File: config.mk
export PLATFORM = sky130hd
export DESIGN_NAME = sram_port_arbiter
export DESIGN_NICKNAME = d
export VERILOG_FILES = /design/src/rtl/sram_port_arbiter.sv
export SDC_FILE = /design/constraint.sdc
export NUM_CORES = 1
export LEC_CHECK = 0
export ABC_AREA = 1
export BUFFER_PORTS_ARGS = -buffer_cell sky130_fd_sc_hd__buf_4
export CAP_MARGIN = 20
export CORE_ASPECT_RATIO = 2
export CORE_MARGIN = 2
export CORE_UTILIZATION = 42
export CTS_CLUSTER_DIAMETER = 100
export DETAILED_ROUTE_END_ITERATION = 10
export PLACE_DENSITY = 0.86
export SYNTH_ARGS = -nofsm -noshare
export SYNTH_HDL_FRONTEND = slang
export SYNTH_SLANG_ARGS = --single-unit
File: constraint.sdc
create_clock -name clk_i -period 4.3 [get_ports clk_i]
set_input_delay 0.86 -clock clk_i [delete_from_list [all_inputs] [get_ports clk_i]]
set_output_delay 0.86 -clock clk_i [all_outputs]
set_load 0.01 [all_outputs]
File: src/rtl/sram_port_arbiter.sv
// Arbitrates NUM_MASTERS request ports onto one single-port SRAM with fixed-priority
// or round-robin selection, optional burst lock with a timeout, and a one-cycle read return.
module sram_port_arbiter #(
    parameter int NUM_MASTERS       = 3,
    parameter int MEMORY_DATA_WIDTH = 8,
    parameter int MEMORY_ADDR_WIDTH = 9,
    parameter int ARB_MODE          = 0,
    parameter int MAX_LOCK          = 16
) (
    input  logic                                     clk_i,
    input  logic                                     rst_ni,
    input  logic [NUM_MASTERS-1:0]                   req_i,
    input  logic [NUM_MASTERS-1:0]                   lock_i,
    input  logic [NUM_MASTERS-1:0]                   we_i,
    input  logic [NUM_MASTERS*MEMORY_ADDR_WIDTH-1:0] addr_i,
    input  logic [NUM_MASTERS*MEMORY_DATA_WIDTH-1:0] wdata_i,
    output logic [NUM_MASTERS-1:0]                   gnt_o,
    output logic [NUM_MASTERS-1:0]                   rvalid_o,
    output logic [MEMORY_DATA_WIDTH-1:0]             rdata_o,
    output logic                                     busy_o,
    output logic                                     cen_o,
    output logic                                     wen_o,
    output logic [MEMORY_ADDR_WIDTH-1:0]             a_o,
    output logic [MEMORY_DATA_WIDTH-1:0]             d_o,
    input  logic [MEMORY_DATA_WIDTH-1:0]             q_i
);

    localparam int N     = NUM_MASTERS;
    localparam int AW    = MEMORY_ADDR_WIDTH;
    localparam int DW    = MEMORY_DATA_WIDTH;
    localparam int IDX_W = $clog2(NUM_MASTERS);
    localparam int CNT_W = 8;

    typedef enum logic {
        ARB_IDLE = 1'b0,
        ARB_GNT  = 1'b1
    } arb_state_e;

    arb_state_e       state_q;
    logic [N-1:0]     gnt_q;
    logic [N-1:0]     rvalid_q;
    logic [IDX_W-1:0] ptr_q;
    logic [CNT_W-1:0] lock_cnt_q;
    logic             armed_q;

    logic [AW-1:0]    addr_arr  [N];
    logic [DW-1:0]    wdata_arr [N];

    genvar gi;
    generate
        for (gi = 0; gi < N; gi++) begin : g_unpack
            assign addr_arr[gi]  = addr_i[gi*AW +: AW];
            assign wdata_arr[gi] = wdata_i[gi*DW +: DW];
        end
    endgenerate

    // Index of the current grantee (gnt_q is one-hot or zero).
    logic [IDX_W-1:0] gnt_idx;
    always_comb begin
        gnt_idx = '0;
        for (int i = 0; i < N; i++) begin
            if (gnt_q[i]) begin
                gnt_idx = IDX_W'(i);
            end
        end
    end

    logic [N-1:0] access_vec;
    logic         accessing;
    assign access_vec = gnt_q & req_i;
    assign accessing  = |access_vec;

    always_comb begin
        cen_o = 1'b1;
        wen_o = 1'b1;
        a_o   = '0;
        d_o   = '0;
        if (accessing) begin
            cen_o = 1'b0;
            wen_o = ~we_i[gnt_idx];
            a_o   = addr_arr[gnt_idx];
            d_o   = wdata_arr[gnt_idx];
        end
    end

    // The grantee that just had its turn steps aside whenever anyone else is waiting.
    logic [N-1:0] others_vec;
    logic         others_req;
    logic [N-1:0] arb_req;
    assign others_vec = req_i & ~gnt_q;
    assign others_req = |others_vec;
    assign arb_req    = others_req ? others_vec : req_i;

    logic             win_found;
    logic [IDX_W-1:0] win_idx;
    logic [IDX_W-1:0] cand_idx;
    int               cand;
    always_comb begin
        win_found = 1'b0;
        win_idx   = '0;
        cand      = 0;
        cand_idx  = '0;
        for (int k = 0; k < N; k++) begin
            cand = (ARB_MODE == 1) ? int'(ptr_q) + k : k;
            if (cand >= N) begin
                cand = cand - N;
            end
            cand_idx = IDX_W'(cand);
            if (!win_found && arb_req[cand_idx]) begin
                win_found = 1'b1;
                win_idx   = cand_idx;
            end
        end
    end

    logic [N-1:0]     win_onehot;
    logic [IDX_W-1:0] next_ptr;
    assign win_onehot = {{(N-1){1'b0}}, 1'b1} << win_idx;
    assign next_ptr   = (win_idx == IDX_W'(N-1)) ? '0 : win_idx + 1'b1;

    // Lock expires only after MAX_LOCK locked cycles and only if someone else wants the port.
    logic             locked;
    logic [CNT_W:0]   lock_cnt_inc;
    logic             lock_reached;
    logic             hold_lock;
    assign locked       = (state_q == ARB_GNT) && |(gnt_q & lock_i);
    assign lock_cnt_inc = {1'b0, lock_cnt_q} + 1'b1;
    assign lock_reached = lock_cnt_inc >= (CNT_W+1)'(MAX_LOCK);
    assign hold_lock    = locked && !(lock_reached && others_req);

    always_ff @(posedge clk_i or negedge rst_ni) begin
        if (!rst_ni) begin
            state_q    <= ARB_IDLE;
            gnt_q      <= '0;
            rvalid_q   <= '0;
            ptr_q      <= '0;
            lock_cnt_q <= '0;
            armed_q    <= 1'b0;
        end else begin
            armed_q  <= 1'b1;
            rvalid_q <= access_vec & ~we_i;
            case (state_q)
                ARB_IDLE: begin
                    if (armed_q && win_found) begin
                        state_q    <= ARB_GNT;
                        gnt_q      <= win_onehot;
                        ptr_q      <= next_ptr;
                        lock_cnt_q <= '0;
                    end
                end
                ARB_GNT: begin
                    if (hold_lock) begin
                        lock_cnt_q <= lock_reached ? CNT_W'(MAX_LOCK) : lock_cnt_inc[CNT_W-1:0];
                    end else if (win_found) begin
                        gnt_q      <= win_onehot;
                        ptr_q      <= next_ptr;
                        lock_cnt_q <= '0;
                    end else begin
                        state_q    <= ARB_IDLE;
                        gnt_q      <= '0;
                        lock_cnt_q <= '0;
                    end
                end
                default: begin
                    state_q <= ARB_IDLE;
                    gnt_q   <= '0;
                end
            endcase
        end
    end

    assign gnt_o    = gnt_q;
    assign rvalid_o = rvalid_q;
    assign rdata_o  = (|rvalid_q) ? q_i : '0;
    assign busy_o   = (state_q == ARB_GNT);

endmodule

==> results.txt, run 1 <==
Fill cells: 262
Largest stage delay, worst path: 480 ps
Hold-fix buffers, CTS: 0
FF-to-FF path depth: 11
CTS tree: yes
Cells after DPL: 331
Post-DP Area: 0.00205 mm^2
Hold Slack: 458 ps
Rows: 28
RSZ-0062 raised after global routing: no
Lkg Pwr: 1.20 nW
Top Ports: 104
Max-Cap Viols: 0
class of the worst hold path: in -> async
cts bufs inserted: 3
Top delay family on crit path: simple AND/OR/NAND/NOR gates
stages on the worst setup path: 6
Max Freq: 345 MHz
startpoint class of the critical path: primary input
Tot Pwr: 1.06 mW
critical path's most frequent cell: buf_4
sequential standard cell area: 400 um^2
multi-input logic area: 734 um^2
largest net degree at the start of global routing: 38
via count: 1714
Initial Utilization: 0.436
# diodes: 0
initial antenna violation count: 0
Final HPWL DP: 3200 um
Core Region: 0.00291 mm^2
register bit count reported by yosys: 16
DR vias/cell: 5.12
syn nets: 277
final cell count without fillers: 335
Setup violations, final: 0
Top FF cell, synth: dfrtp_1
Die Width: 42.8 um
synth warn: 0
Detail Route Antenna Nets: 0
nets: 378
Placer Congestion: 0.871
CP Cell Sequence: buf_4 -> nand2_1 -> nand3_1 -> o21ai_0 -> a31oi_1 -> buf_4
Synth Instances: 205
Overflow after GRT: 0
share of cells above drive strength 1: 0.380
PD cells: 506 mW/mm^2
Critical Path AT: 2040 ps
R2R Setup Slk: 2290 ps
Die Y: 81.7 um
status: complete, no violations
final WL: 3990 um
vias in the first global route: 1728
critical path fanouts, max: 19
Post-CTS Resized: 0
Crit. End Element: output port
Peak VDD IR: 327 uV
first-pass detailed-route iteration total: 4
Slew HR: 0.495
Die Area: 0.00350 mm^2
worst path bufs/invs: 2
Final period util: 0.674
worst skew pair latency: 250 ps
slowest stage cell, crit path: nand3_1
clk slew on worst S/H paths: 60 ps
max-slew violations: 0
Layout Area Growth over Synthesis: 65.8%
htree depth: 1
root buffer cell: clkbuf_8
GRT Overall Usage: 0.245
buffers added on ports: 103
Distinct cells, synth: 24
Final Critical Period: 2900 ps
Setup Skew: 1.34 ps
Setup TNS: 0 ps
first-pass GRT wire length: 6820 um
postcts setup bufs: 0
iteration-0 DRC count of the detailed router: 49
Fin. Hold Viols: 0
Critical Path RT: 3440 ps
post-DR wirelength/cell: 11.9 um
number of synthesized flops with an enable pin: 0
Worst Max-Slew Pin Slew: 752 ps
CTS Buffer Depth: 2
pre-CTS setup slack: 1400 ps
kind of critical path: in -> out
cell area after layout: 0.00210 mm^2
Residual DRC: 0
sequential fraction of the synthesis area: 0.316
Synth Area per Inst: 6.18 um^2
synthesized area: 0.00127 mm^2
clock sinks: 16
Worst Slack Setup Final: 1400 ps
final core utilization: 0.723
FFs w/ async S/R, synth: 1.00
-- registers in the layout, indices dropped and copies added, names as in the netlist --
| name | count |
|---|---|
| lock_cnt_q | 8 |
| armed_q | 1 |
| rvalid_o | 3 |
| gnt_o | 3 |
| busy_o | 1 |
-- worst register-to-register path: cells and delay by family (launching register included) --
| kind | cells | cell delay (ps) |
|---|---|---|
| buf+inv | 1 | 420 |
| flops | 1 | 450 |
| simple gates | 10 | 1080 |
-- cell usage after synthesis (2+ instances only) --
cell	count	area share
nor3_1	2	0.0079
ha_1	2	0.020
nand2_1	69	0.20
inv_2	2	0.0059
nand3_1	14	0.055
o21ai_1	4	0.016
inv_1	23	0.068
nor2_1	19	0.056
clkbuf_1	4	0.012
buf_1	2	0.0059
nand2_2	3	0.015
dfrtp_1	16	0.32
a31oi_1	17	0.084
o21ai_0	18	0.071
-- final timing paths --
path                                            from                        end
min in group clk_i         lock_cnt_q[7]$_DFFE_PN0P_  lock_cnt_q[7]$_DFFE_PN0P_
max in group asynchronous                     rst_ni       gnt_o[2]$_DFFE_PN0P_
setup reg to reg                gnt_o[2]$_DFFE_PN0P_       gnt_o[2]$_DFFE_PN0P_
setup / recovery                            req_i[0]                     a_o[4]
hold reg to reg            lock_cnt_q[7]$_DFFE_PN0P_  lock_cnt_q[7]$_DFFE_PN0P_
hold / removal                                rst_ni      rvalid_o[0]$_DFF_PN0_
-- power by group --
group / internal, mW / switching (mW)
clock: 0.0812 / 0.0504
sequential: 0.182 / 0.0362
combinational: 0.306 / 0.408
total: 0.569 / 0.495
-- routing by layer --
layer | GRT usage | wire (um) | vias to the layer above
li1 | - | - | 867
met3 | 0.0396 | 330 | 11
met2 | 0.482 | 2150 | 88
met5 | 0 | 0 | -
met4 | 0.0906 | 109 | 0
met1 | 0.246 | 1400 | 748
-- final cells by class --
type	count	share of cell area
inverter	25	0.0446
clock buffer	4	0.0262
sequential	16	0.190
multi-input combinational	156	0.349
timing repair buffer	104	0.371
tap	30	0.0179
-- placed cells by master (no fill, tap or decap), types with 2 or more instances in the layout --
cell      count
inv_2         2
nand3_1      14
a31oi_1      17
o21ai_1       4
ha_1          2
clkbuf_8      4
buf_4       104
nor2_1       19
inv_1        23
o21ai_0      18
nand2_1      69
nand2_2       3
nor3_1        2
dfrtp_1      16
-- cell families after synthesis --
kind of cell,synth area share
compound gates,0.193
xor+xnor,0.00691
fa+ha+maj,0.0197
buf+inv,0.105
flops,0.316
other cells,0.00296
simple gates,0.356
(Power assumes the default switching activity.)
==> inputs of run 2 (changes only) <==
--- a/config.mk
+++ b/config.mk
@@ -10,10 +10,10 @@
 export CAP_MARGIN = 20
 export CORE_ASPECT_RATIO = 2
 export CORE_MARGIN = 2
-export CORE_UTILIZATION = 42
+export CORE_UTILIZATION = 35
 export CTS_CLUSTER_DIAMETER = 100
 export DETAILED_ROUTE_END_ITERATION = 10
-export PLACE_DENSITY = 0.86
+export PLACE_DENSITY = 0.76
 export SYNTH_ARGS = -nofsm -noshare
 export SYNTH_HDL_FRONTEND = slang
 export SYNTH_SLANG_ARGS = --single-unit
==> constraint.sdc (replaced) <==
create_clock -name clk_i -period 2.55 [get_ports clk_i]
set_input_delay 0.51 -clock clk_i [delete_from_list [all_inputs] [get_ports clk_i]]
set_output_delay 0.51 -clock clk_i [all_outputs]
set_load 0.01 [all_outputs]
==> run 2 against run 1 <==
Against the previous run: sequential share of layout area is 0.32 points lower; die area is 19% higher; combinational power is 67% higher.
==> results.txt, run 2 (same netlist as run 1, synthesis figures left out) <==
status: complete, no violations
internal power: 970 uW (+70%)
most common cell after layout, fill and taps aside: buf_4
Final period util: 0.876
# diodes: 0 (unchanged)
Core Region: 0.00353 mm^2 (+21%)
Lkg Pwr: 1.21 nW (+0.76%)
clock power share: 0.124 (about the same)
PD cells: 840 mW/mm^2 (+66%)
Post-CTS Resized: 0 (unchanged)
share of cells above drive strength 1: 0.386 (+0.00529)
root buffer cell: clkbuf_8
Critical Path AT: 1720 ps (-320 ps)
initial antenna violation count: 0 (unchanged)
Tot Pwr: 1.80 mW (+69%)
Fin. Hold Viols: 0 (unchanged)
Die Y: 89.1 um (+9.1%)
met2 WL: 1910 um (-11%)
Rows: 31 (+11%)
max reg flops: 8 (unchanged)
clock sinks: 16 (unchanged)
post-DR wirelength/cell: 11.1 um (-6.8%)
htree depth: 1 (unchanged)
DR vias/cell: 4.79 (-6.3%)
Worst Max-Slew Pin Slew: 714 ps (-37.2 ps)
critical path fanouts, max: 19 (unchanged)
Crit. End Element: output port
Detail Route Antenna Nets: 0 (unchanged)
most flop-heavy register: lock_cnt_q
Residual DRC: 0 (unchanged)
Die Area: 0.00415 mm^2 (+19%)
Setup TNS: 0 ps (unchanged)
Max-Cap Viols: 0 (unchanged)
Die Width: 46.6 um (+8.6%)
CTS Buffer Depth: 2 (unchanged)
Hold-fix buffers, CTS: 0 (unchanged)
postcts setup bufs: 0 (unchanged)
commonest non-fill, non-tap cells in the layout: 105 x buf_4, 69 x nand2_1, 23 x inv_1
switching share of total power: 0.460 (-0.00528)
Setup violations, final: 0 (unchanged)
worst skew pair latency: 250 ps (about the same)
Overflow after GRT: 0 (unchanged)
Peak VDD IR: 568 uV (+74%)
via count: 1701 (-0.76%)
Placer Congestion: 0.814 (-6.6%)
Initial Utilization: 0.359 (-0.0768)
sequential group share of total power: 0.213 (+0.008)
M1 wire length: 1540 um (+10%)
Layout Area Growth over Synthesis: 68.7%
final WL: 3940 um (-1.3%)
met3 wire len: 456 um (+38%)
largest net degree at the start of global routing: 36 (-5.3%)
clk slew on worst S/H paths: 60 ps (about the same)
buffers added on ports: 103 (unchanged)
startpoint class of the critical path: flop
Final HPWL DP: 3140 um (-1.7%)
class of the worst hold path: in -> async
Top Ports: 104 (unchanged)
RSZ-0062 raised after global routing: no
Comb pwr share: 0.664 (-0.007)
Final Critical Period: 2230 ps
first-pass GRT wire length: 6290 um (-7.8%)
nets: 379 (+0.26%)
Setup Skew: 6.93 ps (+5.59 ps)
Critical Path RT: 2040 ps (-1400 ps)
CTS tree: yes
Psw: 825 uW (+67%)
GRT Overall Usage: 0.197 (-0.0482)
max-slew violations: 0 (unchanged)
Slew HR: 0.520 (+0.0250)
first-pass detailed-route iteration total: 4 (unchanged)
kind of critical path: reg -> out
vias in the first global route: 1571 (-9.1%)
highest routed layer: met4
iteration-0 DRC count of the detailed router: 25 (-49%)
Max Freq: 448 MHz
cts bufs inserted: 3 (unchanged)
## run 2: stage by stage
stage / utilization / setup WS (ps) / instance area (um^2) / hold WS [ps] / std cells
6_report: 0.606 / 317 / 2140 / 97.7 / 355
5_1_grt: 0.606 / 172 / 2140 / 101 / 355
4_1_cts: 0.604 / 107 / 2130 / 107 / 355
3_5_place_dp: 0.589 / 378 / 2080 / 377 / 351
3_3_place_gp: 0.589 / 378 / 2080 / 375 / 351
2_1_floorplan: - / 703 / 1270 / 214 / 205
## run 2: layer usage
layer / vias up / track usage
met2: 95 / 0.337
met1: 738 / 0.227
li1: 863 / -
met3: 5 / 0.0606
met5: - / 0
met4: 0 / 0.0545
## run 2: power groups by stage
stage	Sequential, mW	Clock, mW	Combinational, mW
global route	0.393	0.241	1.34
CTS	0.382	0.225	1.20
detailed placement	0.386	0	1.19
finish	0.382	0.223	1.19
floorplan	0.376	0	0.683
global placement	0.380	0	1.17
## run 2: path summary, 6_finish.rpt
path	from	end	slack, ps	cells past startpoint
max	gnt_o[1]$_DFFE_PN0P_	a_o[2]	320	5
min	rst_ni	busy_o$_DFF_PN0_	100	1
max reg2reg	gnt_o[1]$_DFFE_PN0P_	gnt_o[1]$_DFFE_PN0P_	530	11
min reg2reg	lock_cnt_q[6]$_DFFE_PN0P_	lock_cnt_q[6]$_DFFE_PN0P_	500	2
max in group asynchronous	rst_ni	rvalid_o[0]$_DFF_PN0_	2270	1
min in group clk_i	we_i[2]	rvalid_o[2]$_DFF_PN0_	420	2
## run 2: worst max-delay path: stages, from the launching register on
cell and delay (ps):
dfrtp_1 590, nand2_1 150, nand3_2 260, o21ai_0 140, a31oi_1 190, buf_4 150
## run 2: cell type report
| type | instances | area (um^2) |
|---|---|---|
| repair buffers | 105 | 788 |
| inverters | 25 | 93.8 |
| fillers | 324 | 1390 |
| well taps | 49 | 61.3 |
| clock buffers | 4 | 55.1 |
| flip-flops and latches | 16 | 400 |
| multi-input cells | 156 | 739 |
==> inputs of run 3 (changes only) <==
--- a/config.mk
+++ b/config.mk
@@ -6,7 +6,7 @@
 export NUM_CORES = 1
 export LEC_CHECK = 0
 export ABC_AREA = 1
-export BUFFER_PORTS_ARGS = -buffer_cell sky130_fd_sc_hd__buf_4
+export BUFFER_PORTS_ARGS = -buffer_cell sky130_fd_sc_hd__buf_2
 export CAP_MARGIN = 20
 export CORE_ASPECT_RATIO = 2
 export CORE_MARGIN = 2
@@ -14,6 +14,7 @@
 export CTS_CLUSTER_DIAMETER = 100
 export DETAILED_ROUTE_END_ITERATION = 10
 export PLACE_DENSITY = 0.76
+export RECOVER_POWER = 25
 export SYNTH_ARGS = -nofsm -noshare
 export SYNTH_HDL_FRONTEND = slang
 export SYNTH_SLANG_ARGS = --single-unit
==> run 3 against run 2 <==
Against the previous run: flip-flop and latch count is the same; first-iteration DRC count increased by 16%; largest power group unchanged; via count is 0.12% higher; clock power hardly changed; critical endpoint is now d_o[4]; global-route usage down 2.0 points; sequential power is essentially flat; final cell count stayed put; critical path depth did not move; worst setup slack got worse by 42 ps.
==> results.txt, run 3 (same netlist as run 1, synthesis figures left out) <==
Max-Cap Viols: 0 (unchanged)
clk slew on worst S/H paths: 60 ps (about the same)
startpoint class of the critical path: flop
Hold Slack: 337 ps (+239 ps)
class of the worst hold path: in -> async
vias in the first global route: 1413 (-10%)
Die Y: 89.1 um (unchanged)
Max Freq: 440 MHz (-1.8%)
Setup Skew: 1.16 ps (-5.77 ps)
Psw: 813 uW (-1.4%)
Critical Path AT: 1760 ps (+40 ps)
cts bufs inserted: 3 (unchanged)
Rows: 31 (unchanged)
CTS Buffer Depth: 2 (unchanged)
via count: 1703 (+0.12%)
Die Area: 0.00415 mm^2 (unchanged)
clock sinks: 16 (unchanged)
first-pass GRT wire length: 5650 um (-10%)
Slew HR: 0.444 (-0.0756)
Worst Max-Slew Pin Slew: 833 ps (+119 ps)
Initial Utilization: 0.359 (unchanged)
CP Cell Sequence: nand2_1 -> nand3_2 -> o21ai_0 -> a31oi_1 -> buf_2
most common cell after layout, fill and taps aside: buf_2
CTS tree: yes
Crit. End Element: output port
Core Region: 0.00353 mm^2 (unchanged)
Residual DRC: 0 (unchanged)
commonest non-fill, non-tap cells in the layout: 102 x buf_2, 69 x nand2_1, 23 x inv_1
iteration-0 DRC count of the detailed router: 29 (+16%)
Top Ports: 104 (unchanged)
slowest stage cell, crit path: dfrtp_1
Setup violations, final: 0 (unchanged)
Setup TNS: 0 ps (unchanged)
Placer Congestion: 0.839 (+3.0%)
Hold-fix buffers, CTS: 0 (unchanged)
nets: 379 (unchanged)
initial antenna violation count: 0 (unchanged)
switching share of total power: 0.493 (+0.0337)
max reg flops: 8 (unchanged)
post-DR wirelength/cell: 10.5 um (-5.6%)
postcts setup bufs: 0 (unchanged)
Final Critical Period: 2270 ps (+41.8 ps)
max-slew violations: 0 (unchanged)
kind of critical path: reg -> out
Post-CTS Resized: 0 (unchanged)
first-pass detailed-route iteration total: 4 (unchanged)
worst skew pair latency: 250 ps (about the same)
most flop-heavy register: lock_cnt_q
share of cells above drive strength 1: 0.382 (-0.00327)
Largest stage delay, worst path: 600 ps (about the same)
DR vias/cell: 4.80 (+0.12%)
Die Width: 46.6 um (unchanged)
Tot Pwr: 1.65 mW (-8.2%)
internal power: 836 uW (-14%)
Final HPWL DP: 2930 um (-6.9%)
sequential group share of total power: 0.230 (+0.017)
Comb pwr share: 0.636 (-0.028)
final cell count without fillers: 355 (unchanged)
largest net degree at the start of global routing: 20 (-44%)
Lkg Pwr: 1.14 nW (-6.0%)
status: complete, no violations
clock power share: 0.134 (+0.010)
Fin. Hold Viols: 0 (unchanged)
Critical Path RT: 2040 ps (about the same)
GRT Overall Usage: 0.177 (-0.0196)
Layout Area Growth over Synthesis: 48.3%
root buffer cell: clkbuf_8
critical path fanouts, max: 19 (unchanged)
Detail Route Antenna Nets: 0 (unchanged)
final WL: 3720 um (-5.6%)
buffers added on ports: 103 (unchanged)
Final period util: 0.892 (+0.0164)
# diodes: 0 (unchanged)
RSZ-0062 raised after global routing: no
PD cells: 877 mW/mm^2 (+4.5%)
Cells after DPL: 351 (unchanged)
Peak VDD IR: 570 uV (+0.38%)
Overflow after GRT: 0 (unchanged)
htree depth: 1 (unchanged)
run 3: power groups by stage:
stage	logic, mW	registers, mW	clock network, mW
6_report	1.05	0.380	0.220
2_1_floorplan	0.683	0.376	0
3_5_place_dp	1.04	0.384	0
4_1_cts	1.05	0.379	0.222
3_3_place_gp	1.02	0.381	0
5_1_grt	1.20	0.392	0.239
run 3: per-stage QoR:
| stage | utilization | worst slack (ps) | cell area (um^2) |
|---|---|---|---|
| after floorplan | - | 703 | 1270 |
| after global placement | 0.516 | 373 | 1820 |
| after detailed placement | 0.516 | 320 | 1820 |
| after CTS | 0.531 | 38.8 | 1880 |
| after global routing | 0.532 | 128 | 1880 |
| final | 0.532 | 276 | 1880 |
run 3: final cells by class:
| type | count | area (um^2) |
|---|---|---|
| clock buffer | 4 | 55.1 |
| fill | 347 | 1650 |
| inverter | 25 | 93.8 |
| tap | 49 | 61.3 |
| sequential | 16 | 400 |
| multi-input combinational | 156 | 739 |
| timing repair buffer | 105 | 529 |
run 3: final timing paths:
path | slack, ps | from | end | depth (start not counted)
setup reg to reg | 490 | gnt_o[1]$_DFFE_PN0P_ | gnt_o[0]$_DFFE_PN0P_ | 11
min in group clk_i | 430 | we_i[1] | rvalid_o[1]$_DFF_PN0_ | 2
hold / removal | 340 | rst_ni | armed_q$_DFF_PN0_ | 1
hold reg to reg | 500 | lock_cnt_q[7]$_DFFE_PN0P_ | lock_cnt_q[7]$_DFFE_PN0P_ | 2
setup / recovery | 280 | gnt_o[1]$_DFFE_PN0P_ | d_o[4] | 5
max in group asynchronous | 1700 | rst_ni | rvalid_o[2]$_DFF_PN0_ | 1
run 3: worst max-delay path: cells and delay by family, from the launching register on:
family / cells / cell delay, ps
flip-flops: 1 / 600
AND/OR/NAND/NOR: 2 / 410
AO/OA/AOI/OAI: 2 / 350
buffers and inverters: 1 / 160
run 3: per-layer routing:
metal | share of wire | vias up | track usage
met5 | 0 | - | 0
met2 | 0.47 | 97 | 0.285
met4 | 0.010 | 0 | 0.0468
li1 | - | 867 | -
met1 | 0.43 | 733 | 0.241
met3 | 0.090 | 6 | 0.0283
